### config.mk
export PLATFORM = sky130hd
export DESIGN_NAME = serial_addsub
export DESIGN_NICKNAME = d
export VERILOG_FILES = /design/src/rtl/serial_addsub_pkg.sv /design/src/rtl/serial_addsub_full_adder_cell.sv /design/src/rtl/serial_addsub.sv
export SDC_FILE = /design/constraint.sdc
export NUM_CORES = 1
export LEC_CHECK = 0
export CELL_PAD_IN_SITES_DETAIL_PLACEMENT = 1
export CELL_PAD_IN_SITES_GLOBAL_PLACEMENT = 2
export CORE_MARGIN = 5
export CORE_UTILIZATION = 35
export DETAILED_ROUTE_END_ITERATION = 8
export PLACE_DENSITY_LB_ADDON = 0.1
export SYNTH_ARGS = -nofsm -noshare
export SYNTH_HDL_FRONTEND = slang
export SYNTH_HIERARCHICAL = 1
export SYNTH_SLANG_ARGS = --single-unit
### constraint.sdc
create_clock -name clk -period 3.5 [get_ports clk]
set_clock_uncertainty 0.1 [all_clocks]
set_input_delay 0.35 -clock clk [delete_from_list [all_inputs] [get_ports clk]]
set_output_delay 0.35 -clock clk [all_outputs]
set_load 0.03 [all_outputs]
### src/rtl/serial_addsub_pkg.sv
// Shared types and sizing helpers for the bit-serial adder/subtractor.
package serial_addsub_pkg;

  typedef enum logic [1:0] {
    IDLE = 2'd0,
    RUN  = 2'd1,
    DONE = 2'd2
  } state_e;

  // Bit counter must reach WIDTH itself, hence one bit above clog2.
  function automatic int unsigned cnt_width(input int unsigned width);
    return $clog2(width) + 1;
  endfunction

endpackage

### src/rtl/serial_addsub_full_adder_cell.sv
// One-bit full adder built from two half-adder stages and a carry OR.
module full_adder_cell (
  input  logic a,
  input  logic b,
  input  logic cin,
  output logic s,
  output logic cout
);

  logic ha0_s;
  logic ha0_c;
  logic ha1_c;

  assign ha0_s = a ^ b;
  assign ha0_c = a & b;
  assign s     = ha0_s ^ cin;
  assign ha1_c = ha0_s & cin;
  assign cout  = ha0_c | ha1_c;

endmodule

### src/rtl/serial_addsub.sv
// WIDTH-bit bit-serial adder/subtractor: one bit per clock through a single
// full-adder cell, with valid/ready handshakes on operands and results.
module serial_addsub
  import serial_addsub_pkg::*;
#(
  parameter int unsigned WIDTH = 8
) (
  input  logic             clk,
  input  logic             rst_n,
  input  logic             in_valid,
  output logic             in_ready,
  input  logic [WIDTH-1:0] op_a,
  input  logic [WIDTH-1:0] op_b,
  input  logic             sub,
  output logic             out_valid,
  input  logic             out_ready,
  output logic [WIDTH-1:0] sum,
  output logic             carry_out,
  output logic             overflow,
  output logic             busy
);

  localparam int unsigned CW = cnt_width(WIDTH);

  state_e           state_q, state_d;
  logic [WIDTH-1:0] a_sr_q, a_sr_d;
  logic [WIDTH-1:0] b_sr_q, b_sr_d;
  logic [WIDTH-1:0] sum_sr_q, sum_sr_d;
  logic             carry_q, carry_d;
  logic [CW-1:0]    cnt_q, cnt_d;
  logic [WIDTH-1:0] sum_d;
  logic             carry_out_d;
  logic             overflow_d;
  logic             in_ready_d;
  logic             out_valid_d;
  logic             busy_d;
  logic             fa_s;
  logic             fa_cout;
  logic             c_msb;

  full_adder_cell u_fa (
    .a    (a_sr_q[0]),
    .b    (b_sr_q[0]),
    .cin  (carry_q),
    .s    (fa_s),
    .cout (fa_cout)
  );

  // On the MSB cycle the live carry register is the carry into the MSB.
  assign c_msb = carry_q;

  // Next-state, datapath and registered-output decode.
  always_comb begin
    state_d     = state_q;
    a_sr_d      = a_sr_q;
    b_sr_d      = b_sr_q;
    sum_sr_d    = sum_sr_q;
    carry_d     = carry_q;
    cnt_d       = cnt_q;
    sum_d       = sum;
    carry_out_d = carry_out;
    overflow_d  = overflow;

    case (state_q)
      IDLE: begin
        if (in_valid && in_ready) begin
          a_sr_d  = op_a;
          b_sr_d  = sub ? ~op_b : op_b;
          carry_d = sub;
          cnt_d   = '0;
          state_d = RUN;
        end
      end
      RUN: begin
        sum_sr_d = {fa_s, sum_sr_q[WIDTH-1:1]};
        a_sr_d   = a_sr_q >> 1;
        b_sr_d   = b_sr_q >> 1;
        carry_d  = fa_cout;
        cnt_d    = cnt_q + CW'(1);
        if (cnt_q == CW'(WIDTH - 1)) begin
          state_d     = DONE;
          sum_d       = {fa_s, sum_sr_q[WIDTH-1:1]};
          carry_out_d = fa_cout;
          overflow_d  = c_msb ^ fa_cout;
        end
      end
      DONE: begin
        if (out_valid && out_ready) begin
          state_d = IDLE;
        end
      end
      default: state_d = IDLE;
    endcase

    in_ready_d  = (state_d == IDLE);
    busy_d      = (state_d != IDLE);
    out_valid_d = (state_d == DONE);
  end

  // State and output registers.
  always_ff @(posedge clk or negedge rst_n) begin
    if (!rst_n) begin
      state_q   <= IDLE;
      a_sr_q    <= '0;
      b_sr_q    <= '0;
      sum_sr_q  <= '0;
      carry_q   <= 1'b0;
      cnt_q     <= '0;
      sum       <= '0;
      carry_out <= 1'b0;
      overflow  <= 1'b0;
      in_ready  <= 1'b1;
      out_valid <= 1'b0;
      busy      <= 1'b0;
    end else begin
      state_q   <= state_d;
      a_sr_q    <= a_sr_d;
      b_sr_q    <= b_sr_d;
      sum_sr_q  <= sum_sr_d;
      carry_q   <= carry_d;
      cnt_q     <= cnt_d;
      sum       <= sum_d;
      carry_out <= carry_out_d;
      overflow  <= overflow_d;
      in_ready  <= in_ready_d;
      out_valid <= out_valid_d;
      busy      <= busy_d;
    end
  end

endmodule
==> After elaboration in Yosys (flattened, before gate mapping) <==
Cells that the tools add are included.
{ "word_totals": {"register_bits": 44, "latchBits": 0, "ram_bits": 0, "mem_bits_ro": 0, "input_bits": 21, "out_inout_bits": 13, "elab_cells": 46, "memories": 0} }
{ "op_classes": {"n_addsub": 1, "mul": 0, "div_mod_pow": 0, "magnitude_cmp": 0, "eq_ne": 5, "shift": 0, "n_mux": 13, "bitwise": 7, "n_reduce_logical": 8} }
{ "ops": {"columns": ["op", "count"], "rows": [
  ["case mux 8 bit (2 select lines)", 2],
  ["two-way mux 8 bit", 3],
  ["NOT 8 bit", 1],
  ["case mux 4 bit (2 select lines)", 1],
  ["two-way mux 2 bit", 3],
  ["case mux 2 bit (3 select lines)", 1],
  ["adder 4 x 1 -> 4 bit (second input constant)", 1],
  ["equality test 2 bit (second input constant)", 2],
  ["equality test 4 x 3 -> 1 bit (second input constant)", 1],
  ["zero test 2 bit", 2],
  ["two-way mux 4 bit", 1],
  ["AND reduction 2 bit", 2],
  ["nonzero test 2 bit", 2],
  ["bitwise XOR 1 bit", 3],
  ["AND 1 bit", 2],
  ["equality test 2 x 1 -> 1 bit (second input constant)", 1],
  ["logical AND 1 bit", 2],
  ["!= test 2 bit (second input constant)", 1],
  ["case mux 1 bit (2 select lines)", 1],
  ["two-way mux 1 bit", 1],
  ["bitwise OR 1 bit", 1]
]} }

==> Depth between registers and ports, before layout <==
Gate-level depths: netlist of the first run.
{ "logic_depth": {"ltp_word": 4, "depth_mapped": 5, "mapped_depth_nobuf": 4} }

==> Cells and area by module <==
The synthesis of the first run kept the hierarchy.
{ "modules_own_cells": {"columns": ["module", "n_inst", "cells_per_inst", "area_per_inst_um2", "seq_area_each_um2"], "rows": [
  ["serial_addsub", 1, 170, 1849.3, 1077.3],
  ["full_adder_cell", 1, 1, 20.0, 0.0]
]} }

==> Worst setup path before layout of the first run <==
OpenSTA, ideal clock, no wires.
{ "synth_path": {"kind": "register to register", "start": "register state_q[1]", "end": "register carry_out", "arrival_time_ps": 1329, "required_ps": 3275, "slack_ps": 1947, "path_stages_with_launch": 6, "path_buffers": 2, "cell_sequence": "dfrtp_1 > nand2b_1 > buf_6 > nor3_4 > buf_6 > mux2_2"} }
{ "synth_between": {"elab_chain_cells": 2} }
{ "synth_lines": {"columns": ["element", "line", "source"], "rows": [
  ["start, declared", "serial_addsub.sv:25", "state_e state_q, state_d;"],
  ["start signal, assigned", "serial_addsub.sv:116", "state_q <= state_d;"],
  ["equality test 2 x 1 -> 1 bit", "serial_addsub.sv:64", "case (state_q)"],
  ["AND reduction 2 bit (no source line)", null, null],
  ["end signal, assigned", "serial_addsub.sv:123", "carry_out <= carry_out_d;"],
  ["end, declared", "serial_addsub.sv:18", "output logic carry_out,"]
]} }
No other way between the ends.
A chain may end at the register's enable or synchronous reset.

==> Worst setup path in the final report of the first run <==
Same ends and word-level chain as after synthesis.

==> summary.txt, run 1 <==
Setup path
  – CP Launch Type: register
  – Critical-path top delay cell: nor3_4
  – CP Data Required Time: 3.57 ns
  – CP cell instances: nand2b_1 > buf_4 > nor3_4 > mux2_2
  – CP max FO: 25
  – Worst path max stage delay: 0.54 ns
  – Worst reg2reg path startpoint: state_q[1]
  – WS Path Type: reg -> reg
  – Critical Path Sink Type: register
  – Flop2flop setup slack: about 1.5 ns
  – Arrival time of the worst setup path: approximately 2.0 ns
  – Critical path origin: state_q[1]

Pwr
  – Switching portion of total power: around two fifths
  – Clock network power share: 16.0%
  – Psw: 810 uW
  – Pwr/cell area: 896 mW/mm^2
  – Internal Power: approximately 1.3 mW
  – Gate power share: 43.2%
  – Sequential share of power: 40.8%
  – Max VDD drop: 0.369 mV
  – Pleak: 1.02 nW

Clock network
  – # resized after CTS: 0
  – Post-CTS setup buffers: 0
  – Clock latency on the worst-skew pair: 0.28 ns
  – H-tree levels: 2
  – Maximum buffer depth of the clock tree: 2
  – Num CTS Buffers: 5
  – CTS clock-pin slew for the worst setup and hold paths: ~0.080 ns
  – Hold-fix buffers at CTS: 0
  – CTS sink cnt: 43
  – CTS root buf: clkbuf_8
  – CTS tree: done

STA
  – Final Setup Violations: 0
  – Tcrit/Tclk final: 56.1%
  – Setup ws final: between 1.5 and 2 ns
  – RSZ-0062 raised after global routing: no
  – Fin. max-slew vios: 0
  – Fmax: 509 MHz
  – Worst-Margin Slew: 0.949 ns
  – Final Hold Fails: 0
  – Minimum clock period: 1.96 ns
  – Total negative slack: 0 ns
  – Slew headroom: between 30 and 40%

Yosys
  – Synthesized instance count: approximately 170
  – Seq cells post-synth: 43
  – Net Count, Synth: 194
  – Avg Cell Area, Syn: 10.9 sq um
  – Post-synthesis mux area share: 6.56%
  – Synthesized area: roughly 0.0019 sq mm
  – Top FF cell, synth: dfrtp_1
  – Sequential element share of the synthesized area: 57.6%
  – Synth cell types: 31
  – Synth async-reset ratio: between 90% and 100%
  – Yosys warns: 6
  – XOR/XNOR Fraction of Synth Area: 4.22%
  – Post-synthesis adder-cell area fraction: 1.74%
  – Largest family of logic cells by synthesized area: simple AND/OR/NAND/NOR gates
  – Synth Area in Simple Gates: 18.2%
  – Post-synth EDFFs: 0
  – Compound-Gate Fraction of Synth Area: 7.90%

Floorplanning
  – Chip width: 83.1 um
  – IO Count: 34
  – Core box area: 0.00514 sq mm
  – # rows: 26
  – Die H: a little over 80 um
  – Die ar.: 0.00690 sq mm
  – Initial core utilization: between 30% and 40%

Route
  – Total Wirelength: 4160 um
  – Post-route ant nets: 0
  – DR DRC count: 0
  – Drt initial violations: 51
  – DRT Pass-1 Iters: 4
  – Vias per std cell: approximately 4.9
  – Wire per inst: 15.2 um
  – Via Count: 1328

Run
  – Max Cap Viol: 0

Place
  – Count of input and output buffers: 33
  – DP Wirelength: 2800 um
  – RePlAce Congestion: 0.690
  – Pre-CTS setup slack: 1.53 ns

GRT
  – Vias in the first global route: ~1500
  – Remaining global-route overflow: 0
  – First-pass GRT wire length: 7420 um
  – Largest net degree at the start of global routing: 44
  – Initial antenna violation count: 0
  – GRT Total Usage: 13.1%

Cells and area
  – Final-stage net count: about 230
  – N_diodes: 0
  – P&R area growth vs syn: 25.1%
  – Count of filler cells inserted in the layout: 591
  – Share of layout cells above drive strength 1: 12.8%

Min path
  – HP Class: in -> async

Run status
  – Status: completed
## worst max-delay path: cells and delay by family (launching register included)
| kind | cells | cell delay, ns |
|---|---|---|
| buffers and inverters | 1 | 0.23 |
| flip-flops | 1 | 0.41 |
| multiplexers | 1 | 0.41 |
| AND/OR/NAND/NOR | 2 | 0.70 |
## power by group through the flow
stage / Clock, mW / Sequential [mW] / Combinational (mW)
final: 0.335 / 0.855 / 0.905
after global routing: 0.375 / 0.883 / 1.01
after CTS: 0.350 / 0.857 / 0.927
after detailed placement: 0 / 0.864 / 0.924
after global placement: 0 / 0.856 / 0.888
after floorplan: 0 / 0.958 / 0.514
## per-stage QoR
step	hold WS, ns	utilization, %	instance area (sq um)	power [mW]	instances
after floorplan	-0.0456	-	1870	1.47	171
after detailed placement	0.381	43.5	2240	1.79	265
after global routing	0.184	45.5	2340	2.27	273
after global placement	0.358	43.5	2240	1.74	265
final	0.111	45.5	2340	2.09	273
after CTS	0.146	45.5	2340	2.13	273
## cell usage after synthesis, drive strengths merged (2+ instances only)
| library cell | number | area [sq um] |
|---|---|---|
| dfrtp | 42 | 1050 |
| nand2 | 32 | 120 |
| nor2 | 13 | 48.8 |
| mux2 | 10 | 113 |
| nor3 | 10 | 61.3 |
| buf | 8 | 51.3 |
| o22ai | 8 | 50.1 |
| xnor2 | 8 | 70.1 |
| nand3 | 7 | 35.0 |
| clkbuf | 4 | 15.0 |
| nand2b | 4 | 25.0 |
| o211ai | 4 | 30.0 |
| a221o | 3 | 30.0 |
| a211oi | 2 | 15.0 |
| o21ai | 2 | 10.0 |
| or2 | 2 | 12.5 |
## worst paths after layout
path                               end  cells past startpoint
setup / recovery             carry_out                      4
hold / removal               b_sr_q[5]                      1
setup reg to reg             carry_out                      4
hold reg to reg            sum_sr_q[4]                      2
max in group asynchronous        c_msb                      1
min in group clk           sum_sr_q[4]                      2
## registers in the layout (all words and copies together) (netlist names)
name / cells
out_valid: 1
overflow: 1
a_sr_q: 8
carry_out: 1
state_q: 2
sum: 8
c_msb: 1
busy: 1
sum_sr_q: 7
cnt_q: 4
b_sr_q: 8
in_ready: 1
## routing by layer
| layer | GRT usage (%) | vias to the layer above | part of all wire, % |
|---|---|---|---|
| li1 | - | 644 | - |
| met2 | 21.9 | 20 | 49 |
| met3 | 3.56 | 5 | 2.9 |
| met1 | 16.4 | 659 | 47 |
| met4 | 4.01 | 0 | 1.1 |
| met5 | 0 | - | 0 |
## cells in the final DEF, fill, tap and decap left out
cell	count
nand2_1	32
dfstp_2	1
nand2b_1	4
a21oi_1	1
a21o_1	1
a211oi_1	2
nand4bb_1	1
ha_1	1
clkbuf_1	1
nor3_4	1
o21ai_0	2
nand3_1	7
nand4_1	1
clkdlybuf4s50_1	32
mux2i_1	1
mux2_2	10
dfrtp_1	42
xor2_1	1
and4bb_2	1
and2b_1	1
buf_2	1
or2_2	2
nor2_1	13
inv_1	1
nor3_1	9
buf_4	3
o22ai_1	8
a221o_1	3
fa_1	1
clkbuf_8	7
xnor2_1	8
o211ai_1	4
## layout make-up
class | instances | area, sq um | share of cell area (%)
Clock buffer | 8 | 100 | 4.28
Inverter | 1 | 3.75 | 0.161
Multi-Input combinational cell | 115 | 722 | 30.9
Sequential cell | 43 | 1080 | 46.1
Tap cell | 70 | 87.6 | 3.75
Timing Repair Buffer | 36 | 348 | 14.9
## cells by family (layout without fill, tap and decap cells)
kind of cell | Yosys count | in the layout
AND/OR/NAND/NOR | 72 | 72
flip-flops | 43 | 43
AO/OA/AOI/OAI | 21 | 21
buffers and inverters | 13 | 45
multiplexers | 11 | 11
XOR/XNOR | 9 | 9
adder cells (fa/ha/maj) | 2 | 2
(Power assumes the default switching activity.)
==> inputs of run 2 (changes only) <==
--- a/config.mk
+++ b/config.mk
@@ -8,7 +8,7 @@
 export CELL_PAD_IN_SITES_DETAIL_PLACEMENT = 1
 export CELL_PAD_IN_SITES_GLOBAL_PLACEMENT = 2
 export CORE_MARGIN = 5
-export CORE_UTILIZATION = 35
+export CORE_UTILIZATION = 33
 export DETAILED_ROUTE_END_ITERATION = 8
 export PLACE_DENSITY_LB_ADDON = 0.1
 export SYNTH_ARGS = -nofsm -noshare
==> constraint.sdc (replaced) <==
create_clock -name clk -period 2 [get_ports clk]
set_clock_uncertainty 0.1 [all_clocks]
set_input_delay 0.2 -clock clk [delete_from_list [all_inputs] [get_ports clk]]
set_output_delay 0.2 -clock clk [all_outputs]
set_load 0.03 [all_outputs]
==> summary.txt, run 2 (synthesis gave the netlist of run 1 again) <==
Run status
  – Status: completed

Clock network
  – Num CTS Buffers: 5
  – CTS tree: done
  – # resized after CTS: 0
  – CTS clock-pin slew for the worst setup and hold paths: about 0.080 ns
  – CTS root buf: clkbuf_8
  – CTS sink cnt: between 40 and 50
  – Hold-fix buffers at CTS: 1
  – H-tree levels: 2
  – Post-CTS setup buffers: 0
  – Maximum buffer depth of the clock tree: 2
  – Clock latency on the worst-skew pair: 0.29 ns

GRT
  – Largest net degree at the start of global routing: 44
  – GRT met1 Usage: between 10% and 20%
  – Vias in the first global route: 1660
  – GRT Total Usage: a little over an eighth
  – First-pass GRT wire length: 7960 um
  – Met2 Use GR: 23.4%
  – GRT busiest layer: met2
  – Grt met3 use: under 10%
  – Remaining global-route overflow: 0
  – Initial antenna violation count: 0

Setup path
  – CP cell instances: clkdlybuf4s50_1
  – Critical Path Sink Type: output pin
  – CP Launch Type: register
  – Crit path max-delay family: buffers and inverters
  – WS Path Type: reg -> out
  – CP max FO: 3
  – Worst path max stage delay: 0.66 ns
  – CP Data Required Time: approximately 1.7 ns
  – Critical-path top delay cell: clkdlybuf4s50_1
  – Arrival time of the worst setup path: 1.50 ns
  – Buffers and inverters on the worst path: 1

Floorplanning
  – # rows: 27
  – IO Count: 34
  – Core box area: around 0.0055 sq mm
  – Die ar.: about 0.0073 sq mm
  – Initial core utilization: 33.9%
  – Die H: 85.3 um
  – Chip width: 85.3 um

Route
  – Total Wirelength: 4480 um
  – Drt initial violations: 50
  – Post-route ant nets: 0
  – Wire per inst: 15.9 um
  – Vias per std cell: 4.94
  – DR DRC count: 0
  – DRT Pass-1 Iters: 4
  – Via Count: 1388

Place
  – RePlAce Congestion: 0.689
  – DP Wirelength: 3100 um
  – Count of input and output buffers: 33

Min path
  – HP Class: in -> reg

STA
  – Minimum clock period: 1.80 ns
  – Total negative slack: 0 ns
  – Worst-Margin Slew: 0.552 ns
  – Final Hold Fails: 0
  – Tcrit/Tclk final: between 80% and 90%
  – Fmax: 556 MHz
  – RSZ-0062 raised after global routing: no
  – Fin. max-slew vios: 0
  – Final Setup Violations: 0
  – Slew headroom: 63.2%

Cells and area
  – Regs by FF count: a_sr_q: 8 flops, b_sr_q: 8 flops, sum: 8 flops
  – Final-stage net count: 231
  – Count of filler cells inserted in the layout: 621
  – Most frequent cells in the layout: 42 x dfrtp_1, 32 x nand2_1, 32 x clkdlybuf4s50_1, 13 x nor2_1, 10 x mux2_2
  – Share of layout cells above drive strength 1: around 15%
  – P&R area growth vs syn: 27.8%
  – Post-layout util: a little over two fifths
  – N_diodes: 0
  – Most common cell after layout, fill and taps aside: dfrtp_1

Pwr
  – Gate power share: 43.7%
  – Max VDD drop: about 0.51 mV
  – Switching portion of total power: 39.3%
  – Sequential share of power: 40.2%
  – Tot Pwr: 3.75 mW
  – Internal Power: 2.28 mW
  – Pleak: 1.05 nW
  – Clock network power share: around 16%
  – Pwr/cell area: 1570 mW/mm^2
  – Psw: 1.48 mW

Run
  – Max Cap Viol: 0
[run 2: cell count changes in the layout (fill, tap and decap cells not counted)]
cell,change
dlygate4sd3_1,+1
buf_4,+5
[run 2: final timing paths]
path                               end         from  cells after the start  slack [ns]
min reg2reg                sum_sr_q[1]  sum_sr_q[1]                      2        0.38
min in group asynchronous    b_sr_q[2]        rst_n                      3        0.41
min                          a_sr_q[7]      op_a[7]                      3        0.33
max in group asynchronous    a_sr_q[3]        rst_n                      3        1.00
max reg2reg                  b_sr_q[6]   state_q[1]                      3        0.38
max                           in_ready     in_ready                      1        0.20
[run 2: area by class of cell]
cell class | count | area, sq um | share of cell area (%)
flip-flops and latches | 43 | 1080 | 45.1
multi-input cells | 115 | 722 | 30.2
repair buffers | 42 | 395 | 16.6
clock buffers | 8 | 100 | 4.19
well taps | 72 | 90.1 | 3.77
inverters | 1 | 3.75 | 0.157
[run 2: power groups by stage]
stage                     Combinational, mW  Sequential, mW  Clock [mW]
after CTS                              1.68            1.51       0.630
after global routing                   1.83            1.56       0.670
after floorplan                       0.900            1.68           0
final                                  1.64            1.51       0.604
after global placement                 1.60            1.50           0
after detailed placement               1.67            1.53           0
[run 2: metal layers]
metal	vias up	share of wire [%]
li1	652	-
met1	704	45
met2	25	49
met3	7	4.5
met4	0	1.2
met5	-	0
[run 2: stage by stage]
| stage | cells | setup WS [ns] | cell area (sq um) | hold slack, ns |
|---|---|---|---|---|
| 6_report | 281 | 0.201 | 2390 | 0.332 |
| 5_1_grt | 281 | 0.152 | 2390 | 0.334 |
| 4_1_cts | 281 | 0.186 | 2390 | 0.323 |
| 3_5_place_dp | 272 | 0.370 | 2280 | 0.218 |
| 3_3_place_gp | 272 | 0.422 | 2280 | 0.200 |
| 2_1_floorplan | 171 | 0.447 | 1870 | -0.196 |
==> inputs of run 3 (changes only) <==
--- a/config.mk
+++ b/config.mk
@@ -5,10 +5,11 @@
 export SDC_FILE = /design/constraint.sdc
 export NUM_CORES = 1
 export LEC_CHECK = 0
+export ABC_AREA = 0
 export CELL_PAD_IN_SITES_DETAIL_PLACEMENT = 1
 export CELL_PAD_IN_SITES_GLOBAL_PLACEMENT = 2
 export CORE_MARGIN = 5
-export CORE_UTILIZATION = 33
+export CORE_UTILIZATION = 35
 export DETAILED_ROUTE_END_ITERATION = 8
 export PLACE_DENSITY_LB_ADDON = 0.1
 export SYNTH_ARGS = -nofsm -noshare
==> constraint.sdc (replaced) <==
create_clock -name clk -period 2.2 [get_ports clk]
set_clock_uncertainty 0.1 [all_clocks]
set_input_delay 0.22 -clock clk [delete_from_list [all_inputs] [get_ports clk]]
set_output_delay 0.22 -clock clk [all_outputs]
set_load 0.03 [all_outputs]
==> summary.txt, run 3 (synthesis gave the netlist of run 1 again) <==
Cells and area
  – P&R area growth vs syn: 27.4%
  – Final-stage net count: 228
  – Most frequent cells in the layout: 42 x dfrtp_1, 32 x nand2_1, 32 x clkdlybuf4s50_1, 13 x nor2_1, 10 x mux2_2
  – Regs by FF count: a_sr_q: 8 flops, b_sr_q: 8 flops, sum: 8 flops
  – N_diodes: 0
  – Design area: about 0.0024 sq mm
  – Fin cells: 276
  – Share of layout cells above drive strength 1: between 10 and 15%
  – Most common cell after layout, fill and taps aside: dfrtp_1

Setup path
  – Buffers and inverters on the worst path: 1
  – Critical path origin: in_ready
  – Worst reg2reg path startpoint: cnt_q[0]
  – CP cell instances: clkdlybuf4s50_1
  – CP Data Required Time: roughly 1.9 ns
  – CP Launch Type: register
  – Critical-path top delay cell: clkdlybuf4s50_1
  – CP max FO: 3
  – Worst path max stage delay: 0.67 ns
  – Arrival time of the worst setup path: 1.50 ns
  – Critical Path Sink Type: output pin
  – Crit path max-delay family: buffers and inverters
  – WS Path Type: reg -> out

Run status
  – Status: completed

Pwr
  – Internal Power: about 2.1 mW
  – Max VDD drop: around 0.54 mV
  – Gate power share: 42.0%
  – Sequential share of power: about two fifths
  – Clock network power share: 18.4%
  – Pwr/cell area: 1450 mW/mm^2
  – Pleak: 1.05 nW
  – Psw: around 1.3 mW
  – Switching portion of total power: 38.3%

Floorplanning
  – IO Count: 34
  – Die H: 83.1 um
  – # rows: 26
  – Chip width: a little over 80 um
  – Core box area: 0.00514 sq mm
  – Die ar.: approximately 0.0069 sq mm
  – Initial core utilization: about 36%

Route
  – DR DRC count: 0
  – Via Count: 1364
  – Vias per std cell: 4.94
  – DRT Pass-1 Iters: 4
  – Drt initial violations: between 60 and 70
  – Total Wirelength: 4250 um
  – Wire per inst: 15.4 um
  – Post-route ant nets: 0

Place
  – RePlAce Congestion: 0.727
  – DP Wirelength: 2990 um
  – Placed cells: 267
  – Placed Area: about 0.0023 sq mm
  – Count of input and output buffers: 33

Clock network
  – CTS tree: done
  – CTS root buf: clkbuf_8
  – CTS clock-pin slew for the worst setup and hold paths: around 0.080 ns
  – H-tree levels: 2
  – CTS sink cnt: between 40 and 50
  – Maximum buffer depth of the clock tree: 2
  – Clock latency on the worst-skew pair: 0.29 ns
  – Num CTS Buffers: 5
  – Post-CTS setup buffers: 0

GRT
  – Remaining global-route overflow: 0
  – First-pass GRT wire length: 7530 um
  – GRT Total Usage: 13.3%
  – Initial antenna violation count: 0
  – Vias in the first global route: 1542
  – Largest net degree at the start of global routing: 25

Min path
  – HP Class: in -> async

STA
  – Tcrit/Tclk final: 82.8%
  – Total negative slack: 0 ns
  – Final Setup Violations: 0
  – Worst-Margin Slew: 0.562 ns
  – Final Hold Fails: 0
  – RSZ-0062 raised after global routing: no
  – Minimum clock period: around 1.8 ns
  – Fmax: around 550 MHz
  – Fin. max-slew vios: 0
  – Slew headroom: about 62%

Run
  – Max Cap Viol: 0
[run 3: routing by layer]
layer	track usage (%)	share of wire, %
met5	0	0
met4	3.12	0.78
met3	4.16	4.0
met2	23.3	52
met1	15.8	43
[run 3: cell type report]
| cell class | count | area, sq um |
|---|---|---|
| multi-input cells | 115 | 722 |
| inverters | 1 | 3.75 |
| repair buffers | 39 | 373 |
| clock inverters | 2 | 35.0 |
| well taps | 70 | 87.6 |
| flip-flops and latches | 43 | 1080 |
| clock buffers | 6 | 82.6 |
| fillers | 598 | 2760 |
[run 3: through the flow]
stage                     total power, mW  hold WS, ns  worst slack [ns]  util (%)
after CTS                            3.50        0.267             0.357      46.3
after detailed placement             2.85       0.0559             0.352      43.8
final                                3.45        0.260             0.377      46.3
after floorplan                      2.34       -0.176             0.647         -
after global placement               2.78       0.0424             0.405      43.8
after global routing                 3.70        0.316             0.274      46.3
[run 3: timing repair]
item | 4_1_cts | 5_1_grt
hold buffers | 1 | 0
gates resized for setup | 0 | 0
hold endpoints to repair | 14 | 0
[run 3: power by group through the flow]
| stage | combinational (mW) | clock (mW) | sequential [mW] |
|---|---|---|---|
| after floorplan | 0.818 | 0 | 1.52 |
| after detailed placement | 1.47 | 0 | 1.38 |
| after global placement | 1.42 | 0 | 1.36 |
| after CTS | 1.48 | 0.657 | 1.37 |
| final | 1.45 | 0.635 | 1.36 |
| after global routing | 1.60 | 0.688 | 1.41 |
[run 3: worst paths after layout]
kind	endpoint	slack [ns]	depth (start not counted)
max	in_ready	0.38	1
min	b_sr_q[4]	0.26	2
max reg2reg	sum[6]	0.43	4
min reg2reg	sum_sr_q[1]	0.39	2
max in group asynchronous	in_ready	1.11	3
min in group clk	a_sr_q[7]	0.37	3
[run 3: worst register-to-register path, stage by stage, from the launching register on]
cell and delay [ns]:
dfrtp_1 0.40, ha_1 0.20, nand2_1 0.11, nor3_4 0.46, mux2_2 0.40
